### src/rtl/serial_add32_ctrl_pkg.sv
// Shared definitions for the byte-serial adder controller.
//   SLICE_W : width of the shared adder slice (one byte).
//   state_t : controller states IDLE / RUN / DONE.
package serial_add32_ctrl_pkg;

  localparam int SLICE_W = 8;

  typedef enum logic [1:0] {
    IDLE = 2'b00,
    RUN  = 2'b01,
    DONE = 2'b10
  } state_t;

endpackage

### src/rtl/serial_add32_ctrl_add8_slice.sv
// add8_slice: combinational byte adder shared by every byte of the operands.
// Ports:
//   a, b : byte operands
//   ci   : carry-in
//   s    : byte sum
//   co   : carry-out
module add8_slice
  import serial_add32_ctrl_pkg::*;
(
  input  logic [SLICE_W-1:0] a,
  input  logic [SLICE_W-1:0] b,
  input  logic               ci,
  output logic [SLICE_W-1:0] s,
  output logic               co
);

  assign {co, s} = {1'b0, a} + {1'b0, b} + {{SLICE_W{1'b0}}, ci};

endmodule

### src/rtl/serial_add32_ctrl.sv
// serial_add32_ctrl: adds two W-bit operands one byte per cycle through a
// single shared byte adder, LSB byte first.
// Optional feature: define SERIAL_SUB_EN to add the 'sub' port, which
// computes a-b (b inverted per byte, initial carry-in 1; co=1 means no borrow).
// Ports:
//   clk, reset : clock, synchronous active-high reset
//   start      : request; only sampled while idle
//   sub        : subtract request (SERIAL_SUB_EN only)
//   a, b       : operands, latched on acceptance
//   busy       : high in RUN and DONE
//   done       : one-cycle result-valid pulse
//   sum, co    : result and final carry, held until next accepted start
module serial_add32_ctrl
  import serial_add32_ctrl_pkg::*;
#(
  parameter  int NBYTES = 4,
  localparam int W      = SLICE_W * NBYTES
) (
  input  logic         clk,
  input  logic         reset,
  input  logic         start,
`ifdef SERIAL_SUB_EN
  input  logic         sub,
`endif
  input  logic [W-1:0] a,
  input  logic [W-1:0] b,
  output logic         busy,
  output logic         done,
  output logic [W-1:0] sum,
  output logic         co
);

  localparam int CNT_W = (NBYTES > 1) ? $clog2(NBYTES) : 1;

  state_t                            state, state_nx;
  logic   [CNT_W-1:0]                cnt;
  logic                              carry;
  logic                              co_r;
  logic   [NBYTES-1:0][SLICE_W-1:0]  a_r, b_r, sum_r;
  logic   [SLICE_W-1:0]              s_b, s_sum;
  logic                              s_co;
  logic                              cin0;
  logic                              accept, last;

  assign accept = (state == IDLE) && start;
  assign last   = (cnt == CNT_W'(NBYTES - 1));

`ifdef SERIAL_SUB_EN
  logic sub_r;

  always_ff @(posedge clk) begin
    if (reset)       sub_r <= 1'b0;
    else if (accept) sub_r <= sub;
  end

  // Two's-complement subtract: a + ~b + 1, the +1 entering as initial carry.
  assign s_b  = b_r[cnt] ^ {SLICE_W{sub_r}};
  assign cin0 = sub;
`else
  assign s_b  = b_r[cnt];
  assign cin0 = 1'b0;
`endif

  add8_slice u_slice (
    .a  (a_r[cnt]),
    .b  (s_b),
    .ci (carry),
    .s  (s_sum),
    .co (s_co)
  );

  always_ff @(posedge clk) begin
    if (reset) state <= IDLE;
    else       state <= state_nx;
  end

  always_comb begin
    state_nx = state;
    busy     = 1'b0;
    done     = 1'b0;
    case (state)
      IDLE: if (start) state_nx = RUN;
      RUN: begin
        busy = 1'b1;
        if (last) state_nx = DONE;
      end
      DONE: begin
        busy     = 1'b1;
        done     = 1'b1;
        state_nx = IDLE;
      end
      default: state_nx = IDLE;
    endcase
  end

  always_ff @(posedge clk) begin
    if (reset) begin
      a_r   <= '0;
      b_r   <= '0;
      sum_r <= '0;
      cnt   <= '0;
      carry <= 1'b0;
      co_r  <= 1'b0;
    end else if (accept) begin
      a_r   <= a;
      b_r   <= b;
      sum_r <= '0;
      cnt   <= '0;
      carry <= cin0;
      co_r  <= 1'b0;
    end else if (state == RUN) begin
      sum_r[cnt] <= s_sum;
      carry      <= s_co;
      // Counter parks on the last byte instead of wrapping.
      if (last) co_r <= s_co;
      else      cnt  <= cnt + 1'b1;
    end
  end

  assign sum = sum_r;
  assign co  = co_r;

endmodule

### config.mk
export PLATFORM = sky130hd
export DESIGN_NAME = serial_add32_ctrl
export DESIGN_NICKNAME = d
export VERILOG_FILES = /design/src/rtl/serial_add32_ctrl_pkg.sv /design/src/rtl/serial_add32_ctrl_add8_slice.sv /design/src/rtl/serial_add32_ctrl.sv
export SDC_FILE = /design/constraint.sdc
export NUM_CORES = 1
export LEC_CHECK = 0
export ABC_AREA = 1
export BUFFER_PORTS_ARGS = -buffer_cell sky130_fd_sc_hd__buf_4
export CAP_MARGIN = 0
export CORE_UTILIZATION = 54
export DETAILED_ROUTE_END_ITERATION = 10
export GPL_TIMING_DRIVEN = 0
export PLACE_DENSITY = 0.92
export REMOVE_ABC_BUFFERS = 1
export SYNTH_ARGS = -nofsm -noshare
export SYNTH_HDL_FRONTEND = slang
export SYNTH_HIERARCHICAL = 1
export SYNTH_SLANG_ARGS = --single-unit
### constraint.sdc
create_clock -name clk -period 2.9 [get_ports clk]
set_input_delay 0.29 -clock clk [delete_from_list [all_inputs] [get_ports clk]]
set_output_delay 0.29 -clock clk [all_outputs]
set_load 0.005 [all_outputs]
# After elaboration in Yosys (flattened, before gate mapping)
# Index checks and enable logic that the tools add are counted.
[word_totals]
register_bits = 102
latchBits = 0
mem_bits_rw = 0
romBits = 0
in_bits = 67
out_inout_bits = 35
wordCells = 47
n_memories = 0
[op_classes]
n_addsub = 3
multipliers = 0
div = 0
order_cmp = 2
n_eq_ne = 5
shifts = 0
n_mux = 12
n_bitwise = 1
n_reduce_logical = 8
[op_table]
columns = ["op", "n"]
rows = [
  ["$bmux 8 s2", 2],
  ["$bwmux 32", 1],
  ["$mux 8", 3],
  ["$demux 8 s2", 1],
  ["$add 8x8->9", 1],
  ["$add 9x1->9", 1],
  ["$reduce_and 2->1", 3],
  ["$eq 2x2->1 const B", 2],
  ["$mux 2", 2],
  ["$ne 2x2->1 const B", 2],
  ["$pmux 2 s2", 1],
  ["$reduce_or 2->1", 2],
  ["$lt 2x3->1 const B", 1],
  ["$add 2x1->2 const B", 1],
  ["$eq 2x1->1 const B", 1],
  ["$ge 2x1->1 const B", 1],
  ["$logic_and 1x1->1", 2],
  ["$logic_not 2->1", 1],
  ["$mux 1", 2],
  ["$not 1->1", 1],
]

# Longest topological paths before layout
# Gate-level depths: netlist of the first run.
[depth]
word_depth = 5
mapped_depth = 16
mapped_depth_nobuf = 15

# Cells and area by module
# Netlist of the first run, hierarchy kept.
[modules_own_cells]
columns = ["module", "instances", "cells_per_inst", "area_per_inst_um2", "seq_area_each_um2"]
rows = [
  ["serial_add32_ctrl", 1, 573, 4197.8, 2042.0],
  ["add8_slice", 1, 59, 386.6, 0.0],
]

# Worst setup path after synthesis of the first run
# No wires, ideal clock.
[synth_path]
kind = "register -> register"
start = "reg cnt[0]"
end = "reg sum_r, in the netlist sum[30]"
setup_ns = 0.120
arrival_ns = 2.341
t_required_ns = 2.780
setup_slack_ns = 0.439
stages_incl_launch_ff = 15
path_buffers = 1
synth_period_minus_slack_ns = 2.461
path_cell_list = "dfxtp_1 > inv_2 > buf_4 > o211ai_1 > nand2_1 > fa_1 > fa_1 > nand2_1 > nand2_1 > nand3b_4 > nand2_2 > nand2_1 > nand2_1 > nand2_1 > a21oi_1"
[synth_between]
elab_chain_cells = 5
elab_cells_between_ends = 12
cone_classes = "add/sub: 2; order compare: 2; mux: 7; reduce/logical: 1"
[synth_rtl]
columns = ["element", "line_no", "text"]
rows = [
  ["start: declaration", "serial_add32_ctrl.sv:36", "logic [CNT_W-1:0] cnt;"],
  ["start signal: assignment", "serial_add32_ctrl.sv:116", "else cnt <= cnt + 1'b1;"],
  ["$bmux 8 s2 (on tied branches)", "serial_add32_ctrl.sv:65, serial_add32_ctrl.sv:60", ""],
  ["$mux 8 (on tied branches)", "serial_add32_ctrl.sv:65, serial_add32_ctrl.sv:60", ""],
  ["$add 8x8->9 *", "serial_add32_ctrl_add8_slice.sv:17", "assign {co, s} = {1'b0, a} + {1'b0, b} + {{SLICE_W{1'b0}}, ci};"],
  ["$add 9x1->9 *", "serial_add32_ctrl_add8_slice.sv:17", ""],
  ["via s_sum[6]", "serial_add32_ctrl.sv:40", "logic [SLICE_W-1:0] s_b, s_sum;"],
  ["$bwmux 32 *", "serial_add32_ctrl.sv:112", "sum_r[cnt] <= s_sum;"],
  ["end signal: indexed assignment", "serial_add32_ctrl.sv:112", ""],
  ["end: declaration", "serial_add32_ctrl.sv:39", "logic [NBYTES-1:0][SLICE_W-1:0] a_r, b_r, sum_r;"],
]
# Mark *: on every way through the listed nets, which the timed path passes. The rest lies on a longest branch. The select of a mux whose other input is x is not followed.
# A chain may end at the register's enable or synchronous reset.

# Worst setup path in the final report of the first run
[layout_path]
start = "reg cnt[0]"
end = "reg sum_r, in the netlist sum[12]"
# Same word-level chain as after synthesis.

==> results of run 1 <==
per-stage QoR:
step	hold slack, ns	setup TNS (ns)	worst slack, ns	cells
2_1_floorplan	0.431	0	0.0979	598
3_3_place_gp	0.440	-10.93	-0.625	804
3_5_place_dp	0.447	-13.81	-0.732	804
4_1_cts	0.155	0	0.00323	820
5_1_grt	0.171	0	0.0320	824
6_report	0.162	0	0.261	824
timing repair:
action	in CTS	in global routing
hold endpoints to repair	0	0
resized for setup	5	3
pin swaps	0	0
setup endpoints to repair	30	14
buffers inserted	0	4
flip-flops by register name, indices dropped and copies added (netlist names):
register / count
carry: 1
b_r: 32
a_r: 32
state: 2
cnt: 2
sum: 32
co: 1
cell usage in the layout, fill, tap and decap left out:
cell type and count:
a21oi_1 57, buf_4 105, clkbuf_1 2, clkbuf_8 11, clkinv_1 1, clkinv_2 2
clkinv_4 1, dfxtp_1 100, dfxtp_4 2, fa_1 1, fa_2 1, ha_1 16
inv_1 32, inv_2 6, inv_8 1, nand2_1 130, nand2_2 9, nand2_4 1
nand3_1 4, nand3_2 1, nand3b_1 1, nand3b_4 1, nor2_1 132, nor2_2 1
o211ai_1 16, o21ai_0 75, o21ai_1 5, or2_4 2, xnor2_1 2, xor2_1 1
power by group through the flow:
stage / clock network, mW / registers (mW) / logic [mW]
after global routing: 0.887 / 1.92 / 2.46
after floorplan: 0 / 1.88 / 1.55
final: 0.824 / 1.89 / 2.17
after global placement: 0 / 1.91 / 2.02
after CTS: 0.834 / 1.90 / 2.11
after detailed placement: 0 / 1.93 / 2.10
cell families after synthesis:
kind of cell / count (synthesis) / synth area share [%]
buffers and inverters: 74 / 7.37
adder cells (fa/ha/maj): 18 / 5.24
AND/OR/NAND/NOR: 282 / 24.7
AO/OA/AOI/OAI: 153 / 17.6
flip-flops: 102 / 44.5
XOR/XNOR: 3 / 0.573
per-layer routing:
layer  global-route usage, %  up-vias
li1                        -     2189
met1                    27.7     1952
met2                    41.2      120
met3                    4.37       13
met4                    8.08        0
met5                       0        -
cell type report:
type / count / area (µm²)
Timing Repair Buffer: 105 / 788
Multi-Input combinational cell: 456 / 2210
Sequential cell: 102 / 2050
Clock buffer: 13 / 159
Inverter: 40 / 158
Fill cell: 680 / 2710
Clock inverter: 3 / 18.8
Tap cell: 105 / 131
worst max path at each step:
stage	startpoint	to	slack [ns]	depth (start not counted)
5_1_grt	cnt[0]	sum[22]	0.03	15
4_1_cts	cnt[0]	sum[12]	0.003	13
3_3_place_gp	cnt[0]	sum[22]	-0.63	15
2_1_floorplan	cnt[0]	sum[30]	0.1	15
6_report	cnt[0]	sum[12]	0.26	13
3_5_place_dp	cnt[0]	sum[12]	-0.73	13
worst min-delay path: stages:
cell     delay, ns
buf_4         0.08
o21ai_1       0.06
nor2_1        0.07
==> results.py, run 1 <==
metrics = {
    "critical_path": {
        "crit_path_end_kind": "register",
        "rr_endpoint": "sum[12]",
        "crit_slowest_cell": "dfxtp_4",
        "r2r-start": "cnt[0]",
        "worst-r2r-cell-count": 13,
        "crit_path_max_fanout": 51,
        "reg2reg_setup_slack_ns": 0.26,
        "cp_common_cell": "nand2_1",
        "path_cells": "inv_8, nor2_1, nor2_1, o21ai_0, nand2_1, fa_2, fa_1, nand2_1, nand2_1, nand2_1, xnor2_1, nand2_1, a21oi_1",
        "cp.arrival_ns": 2.92,
        "critical-path-top-delay-family": "adder cells",
        "critPathLaunchType": "register",
        "critPathBufInv": 1,
        "max_stage_delay_ns": 0.43,
        "crit_required_ns": 3.18,
        "crit_type": "register to register",
    },
    "flow_run": {
        "maxCapViolCount": 0,
    },
    "global_route": {
        "grt_usage_pct": 23.2,
        "grt_pass1_vias": 3781,
        "antenna_found_initial": 0,
        "grt_overflow": 0,
        "grt_pass1_wl_mm": 16.2,
        "grt_max_degree": 83,
    },
    "logic_synthesis": {
        "synth_cells": 632,
        "yosys_warnings": 6,
        "synth-seq-cells": 102,
        "synth_edf_count": 0,
        "yosys.area.top_type_share_pct": 44.5,
        "yosysSeqAreaShare_pct": 44.5,
        "synth.distinct_cells": 27,
        "async_flop_share_pct": 0,
        "yosysTopAreaCell": "dfxtp_1",
        "synth_area_leaders": "dfxtp_1 45%, nor2_1 11%, nand2_1 11%",
        "syn-cell-area_um2": 4580,
        "synth.most_common_cell": "nor2_1",
        "synth_area_per_cell_um2": 7.25,
        "synth_common_cells": "132 x nor2_1, 130 x nand2_1, 102 x dfxtp_1",
        "synthFlopType": "dfxtp_1",
    },
    "sta": {
        "layout_min_cycle_time_ns": 2.64,
        "worstMarginPinSlew_ns": 0.834,
        "grt_setup_unrepaired": "no",
        "setup_viol": 0,
        "max_slew_margin_pct": 44.3,
        "clock-skew-final_ns": 0.0111,
        "slew_violations": 0,
        "fin_crit_sh_pct": 91.0,
        "hold_viol_final": 0,
        "max_clock_freq_ghz": 0.379,
    },
    "detailed_routing": {
        "num_vias": 4274,
        "drt-total-wl_mm": 10.1,
        "dr.pass1.iters": 5,
        "wl_met3_um": 538,
        "drc": 0,
        "wl_per_cell_um": 12.2,
        "route.met2.wl_mm": 5.01,
        "wl_met1_mm": 4.42,
        "postRouteAntennaNets": 0,
        "vias_per_cell": 5.19,
        "routed.top_layer": "met4",
        "drt_iter0_drc": 140,
    },
    "clock_tree": {
        "cts_tree": "done",
        "root_buffer": "clkbuf_8",
        "clock-sinks": 102,
        "htreeDepth": 3,
        "numCtsBuffers": 9,
        "cts_hold_buf": 0,
        "cts_buffer_depth": 2,
        "clk-insertion-delay-late_ns": 0.37,
        "path_clk_slew_ns": 0.09,
    },
    "min_path": {
        "min_from": "a[7]",
        "hold_path.class": "primary input to register",
        "min_to": "a_r[7]",
        "whs_path_depth": 3,
    },
    "die": {
        "core_area_um2": 8220,
        "fp.dieArea_um2": 8860,
        "start_util_pct": 55.8,
        "die_w_um": 94.1,
        "dieHeight_um": 94.1,
        "ioPinCount": 102,
        "num_rows": 33,
    },
    "finish": {
        "utilization_pct": 67.1,
        "drive_gt1_share_pct": 20.0,
        "antenna_cells": 0,
        "nets": 799,
        "fin_area_um2": 5510,
        "syn_to_final_growth_pct": 20.2,
    },
    "placed_design": {
        "globalplace.congestion": 0.825,
        "place_area_um2": 5290,
        "buffer_ports.inserted": 101,
        "dp_hpwl_mm": 6.95,
    },
    "pwr": {
        "swShare_pct": 41.2,
        "pwr-share-seq_pct": 38.7,
        "combPwrFrac_pct": 44.4,
        "internal_power_mw": 2.87,
        "power_density_nw_per_um2": 885,
        "ir_drop_mv": 0.374,
        "finalPower_mw": 4.88,
        "pwr-share-clk_pct": 16.9,
        "power_switching_mw": 2.01,
        "p_leak_nw": 2.53,
    },
    "outcome": {
        "outcome": "completed",
    },
}
Note: power is estimated with default switching activity, not from simulation.
==> run 2: changes to the inputs <==
CORE_UTILIZATION = 55   (was 54)
CTS_BUF_LIST = sky130_fd_sc_hd__clkbuf_4 sky130_fd_sc_hd__clkbuf_8   (was default)
PLACE_DENSITY = 0.93   (was 0.92)
SLEW_MARGIN = 20   (was default)
TNS_END_PERCENT = 5   (was default)
==> run 2 against run 1 <==
Effect of this change:
- design area is 0.86% higher
- highest routed layer unchanged
- combinational power is 2% higher
- critical endpoint is now sum[20]
- clock power is 31% higher
- wire length is 3.1% higher
- largest power group unchanged
- total power is 6.6% higher
- die area is 1.8% lower
==> results.py, run 2 (synthesis gave the netlist of run 1 again) <==
metrics = {
    "outcome": {
        "outcome": "completed",
    },
    "pwr": {
        "power_density_nw_per_um2": 935,
        "p_leak_nw": 2.55,
        "ir_drop_mv": 0.407,
    },
    "clock_tree": {
        "cts_hold_buf": 0,
        "root_buffer": "clkbuf_8",
        "cts_buffer_depth": 2,
        "clock-sinks": 102,
        "htreeDepth": 3,
        "path_clk_slew_ns": 0.10,
        "numCtsBuffers": 9,
        "clk-insertion-delay-late_ns": 0.37,
        "cts_tree": "done",
    },
    "sta": {
        "setup_slack_ns": 0.165,
        "worstMarginPinSlew_ns": 0.843,
        "fin_crit_sh_pct": 94.3,
        "clock-skew-final_ns": 0.0117,
        "hold_viol_final": 0,
        "layout_min_cycle_time_ns": 2.73,
        "grt_setup_unrepaired": "no",
        "max_slew_margin_pct": 43.7,
        "max_clock_freq_ghz": 0.366,
        "setup_viol": 0,
        "setup_tns_ns": 0,
        "slew_violations": 0,
    },
    "detailed_routing": {
        "dr.pass1.iters": 5,
        "drc": 0,
        "drt-total-wl_mm": 10.4,
        "postRouteAntennaNets": 0,
        "num_vias": 4293,
        "wl_per_cell_um": 12.7,
        "vias_per_cell": 5.25,
        "drt_iter0_drc": 157,
    },
    "placed_design": {
        "place_area_um2": 5280,
        "pre_cts_ws_ns": -0.744,
        "dp_hpwl_mm": 6.95,
        "buffer_ports.inserted": 101,
        "globalplace.congestion": 0.884,
    },
    "critical_path": {
        "crit_path_end_kind": "register",
        "reg2reg_setup_slack_ns": 0.17,
        "path_cells": "inv_8, nor2_1, nor2_1, o21ai_0, nand2_1, fa_1, fa_1, nand2_1, nand2_1, nand2_1, xnor2_2, nand2_1, a21oi_1",
        "max_stage_delay_ns": 0.48,
        "critPathBufInv": 1,
        "crit_path_max_fanout": 51,
        "critPathLaunchType": "register",
        "r2r-start": "cnt[0]",
        "crit_type": "register to register",
        "rr_endpoint": "sum[20]",
        "crit_slowest_cell": "dfxtp_4",
        "cp_common_cell": "nand2_1",
        "worst-r2r-cell-count": 13,
        "crit_required_ns": 3.18,
        "cp.arrival_ns": 3.01,
        "critical-path-top-delay-family": "adder cells",
    },
    "finish": {
        "drive_gt1_share_pct": 20.0,
        "utilization_pct": 70.5,
        "final_cell_mix": "132 x nor2_1, 129 x nand2_1, 102 x buf_4, 100 x dfxtp_1, 75 x o21ai_0",
        "final_common_cell": "nor2_1",
        "antenna_cells": 0,
        "nets": 796,
        "syn_to_final_growth_pct": 21.3,
        "fin_area_um2": 5560,
    },
    "die": {
        "start_util_pct": 58.1,
        "die_w_um": 93.3,
        "core_area_um2": 7890,
        "num_rows": 32,
        "ioPinCount": 102,
        "fp.dieArea_um2": 8700,
        "dieHeight_um": 93.3,
    },
    "global_route": {
        "grt_pass1_vias": 3931,
        "grt_max_degree": 83,
        "grt_pass1_wl_mm": 17.0,
        "antenna_found_initial": 0,
        "grt_usage_pct": 24.6,
        "grt_overflow": 0,
    },
    "min_path": {
        "min_to": "a_r[7]",
        "whs_path_depth": 3,
        "hold_path.class": "primary input to register",
        "min_from": "a[7]",
    },
    "flow_run": {
        "maxCapViolCount": 0,
    },
}
## run 2: cell types whose count changed in the layout (fill, tap and decap cells not counted), sizes merged
cell	previous run	this run
inv	39	40
buf	105	102
clkinvlp	0	1
clkinv	4	1
bufinv	0	3
clkbuf	13	10
## run 2: cell type report
cell class                 instances  area, µm²
clock buffer                      10        138
clock inverter                     5        106
fill                             613       2330
inverter                          40        158
multi-input combinational        456       2210
sequential                       102       2050
tap                              102        128
timing repair buffer             102        766
## run 2: worst min-delay path, delay by kind of cell
family | cells | cell delay, ns
buf+inv | 1 | 0.07
simple gates | 1 | 0.07
compound gates | 1 | 0.05
## run 2: routing by layer
metal	wire, µm	global-route usage [%]	vias to the layer above	share of wire [%]
li1	-	-	2179	-
met1	4420	30.1	1958	43
met2	5290	43.9	145	51
met3	558	4.23	11	5.4
met4	119	7.44	0	1.1
met5	0	0	-	0
## run 2: where the power goes
group / leakage (nW) / total, mW / internal [mW] / switching [mW]
combinational: 1.60 / 2.22 / 0.790 / 1.43
clock: 0.119 / 1.08 / 0.595 / 0.482
sequential: 0.838 / 1.90 / 1.72 / 0.180
total: 2.55 / 5.20 / 3.10 / 2.09
## run 2: worst max-delay path by stage
stage	startpoint	end	depth (start not counted)
floorplan	cnt[0]	sum[30]	15
global placement	cnt[0]	sum[4]	13
detailed placement	cnt[0]	sum[20]	13
CTS	cnt[0]	sum[20]	12
global route	cnt[0]	sum[2]	10
finish	cnt[0]	sum[20]	13
## run 2: through the flow
stage | hold slack, ns | std cells | power, mW
2_1_floorplan | 0.431 | 598 | 3.43
3_3_place_gp | 0.440 | 801 | 3.97
3_5_place_dp | 0.448 | 801 | 4.06
4_1_cts | 0.141 | 817 | 5.15
5_1_grt | 0.169 | 817 | 5.57
6_report | 0.150 | 817 | 5.20
## run 2: what timing repair did
action / in CTS / in global routing
gates resized for setup: 5 / 3
buffers inserted: 1 / 0
endpoints found under the setup margin: 30 / 10
==> run 3: changes to the inputs <==
CORE_UTILIZATION = 56   (was 55)
PLACE_DENSITY = 0.94   (was 0.93)
==> run 3 against run 2 <==
Effect of this change:
- core utilization shrank 0.17 points
- die area shrank 1.7%
- first-iteration DRC count grew 0.64%
- clock-buffer cell count shrank 1
- fmax shrank 0.25%
- wire length shrank 1.8%
- critical path type unchanged
- largest cell class unchanged
==> results.py, run 3 (synthesis gave the netlist of run 1 again) <==
metrics = {
    "finish": {
        "final_cell_mix": "132 x nor2_1, 129 x nand2_1, 102 x buf_4, 100 x dfxtp_1, 75 x o21ai_0",
        "antenna_cells": 0,
        "syn_to_final_growth_pct": 19.7,
        "utilization_pct": 70.3,
        "drive_gt1_share_pct": 20.1,
        "final_common_cell": "nor2_1",
        "nets": 796,
    },
    "global_route": {
        "grt_max_degree": 83,
        "grt_usage_pct": 24.6,
        "antenna_found_initial": 0,
        "grt_overflow": 0,
        "grt_pass1_vias": 3911,
        "grt_pass1_wl_mm": 16.9,
    },
    "detailed_routing": {
        "dr.pass1.iters": 4,
        "postRouteAntennaNets": 0,
        "drc": 0,
        "drt-total-wl_mm": 10.2,
        "drt_iter0_drc": 158,
        "vias_per_cell": 5.18,
        "wl_per_cell_um": 12.5,
        "num_vias": 4237,
    },
    "die": {
        "start_util_pct": 58.7,
        "dieHeight_um": 92.5,
        "ioPinCount": 102,
        "fp.dieArea_um2": 8550,
        "num_rows": 32,
        "core_area_um2": 7810,
        "die_w_um": 92.5,
    },
    "sta": {
        "slew_violations": 0,
        "grt_setup_unrepaired": "no",
        "hold_viol_final": 0,
        "fin_crit_sh_pct": 94.5,
        "max_slew_margin_pct": 44.7,
        "setup_tns_ns": 0,
        "worstMarginPinSlew_ns": 0.829,
        "clock-skew-final_ns": 0.0112,
        "max_clock_freq_ghz": 0.365,
        "setup_viol": 0,
        "layout_min_cycle_time_ns": 2.74,
    },
    "clock_tree": {
        "root_buffer": "clkbuf_8",
        "cts_hold_buf": 0,
        "clk-insertion-delay-late_ns": 0.37,
        "numCtsBuffers": 9,
        "cts_buffer_depth": 2,
        "clock-sinks": 102,
        "cts_tree": "done",
        "path_clk_slew_ns": 0.10,
        "htreeDepth": 3,
    },
    "critical_path": {
        "crit_path_max_fanout": 51,
        "crit_required_ns": 3.13,
        "critPathLaunchType": "register",
        "cp.arrival_ns": 2.97,
        "r2r-start": "cnt[0]",
        "worst-r2r-cell-count": 15,
        "worstSetupStartpoint": "cnt[0]",
        "crit_path_end_kind": "register",
        "crit_type": "register to register",
    },
    "pwr": {
        "p_leak_nw": 2.52,
        "ir_drop_mv": 0.520,
        "power_density_nw_per_um2": 898,
    },
    "min_path": {
        "whs_path_depth": 3,
        "hold_path.class": "primary input to register",
        "min_from": "a[15]",
    },
    "placed_design": {
        "globalplace.congestion": 0.853,
        "buffer_ports.inserted": 101,
        "dp_hpwl_mm": 7.04,
    },
    "outcome": {
        "outcome": "completed",
    },
    "flow_run": {
        "maxCapViolCount": 0,
    },
}
-- run 3: worst paths after layout --
path	slack, ns	end
setup / recovery	0.16	sum[30]
hold / removal	0.15	a_r[15]
setup reg to reg	0.16	sum[30]
hold reg to reg	0.46	a_r[22]
-- run 3: cell type report --
| type | instances | area (µm²) |
|---|---|---|
| fillers | 629 | 2320 |
| multi-input cells | 456 | 2210 |
| flip-flops and latches | 102 | 2050 |
| repair buffers | 102 | 766 |
| inverters | 40 | 158 |
| well taps | 102 | 128 |
| clock buffers | 9 | 124 |
| clock inverters | 7 | 50.0 |
-- run 3: metal layers --
metal / share of wire, % / vias to the layer above / global-route usage [%] / routed length (µm)
met5: 0 / - / 0 / 0
met4: 2.1 / 0 / 8.98 / 214
met3: 5.8 / 24 / 3.45 / 593
met2: 49 / 129 / 44.9 / 5040
met1: 43 / 1898 / 29.2 / 4360
li1: - / 2186 / - / -
-- run 3: worst max-delay path: stages (launching register included) --
cell	delay (ns)
dfxtp_4	0.48
inv_8	0.14
nor2_1	0.12
nor2_1	0.05
o21ai_0	0.11
nand2_1	0.12
fa_1	0.47
fa_1	0.42
nand2_1	0.09
nand2_1	0.09
nand3b_4	0.09
nand2_2	0.05
nand2_1	0.07
nand2_2	0.09
nand2_1	0.10
a21oi_1	0.07
-- run 3: per-stage QoR --
step	hold WS [ns]	cells	cell area (µm²)	setup WS (ns)	power, mW
6_report	0.151	818	5490	0.158	4.93
3_5_place_dp	0.446	801	5280	-0.698	4.08
4_1_cts	0.150	817	5470	0.0226	4.88
2_1_floorplan	0.431	598	4400	0.0979	3.43
5_1_grt	0.178	818	5490	0.0114	5.31
3_3_place_gp	0.440	801	5280	-0.647	3.99
-- run 3: repair_timing --
action | CTS | global route
gates cloned | 0 | 0
buffers inserted | 0 | 1
pin swaps | 0 | 0
gates resized for setup | 5 | 3
endpoints found under the setup margin | 30 | 14
-- run 3: power by group --
group	total [mW]	internal [mW]	switching, mW
Combinational	2.22	0.794	1.43
Sequential	1.89	1.72	0.175
Clock	0.814	0.313	0.501
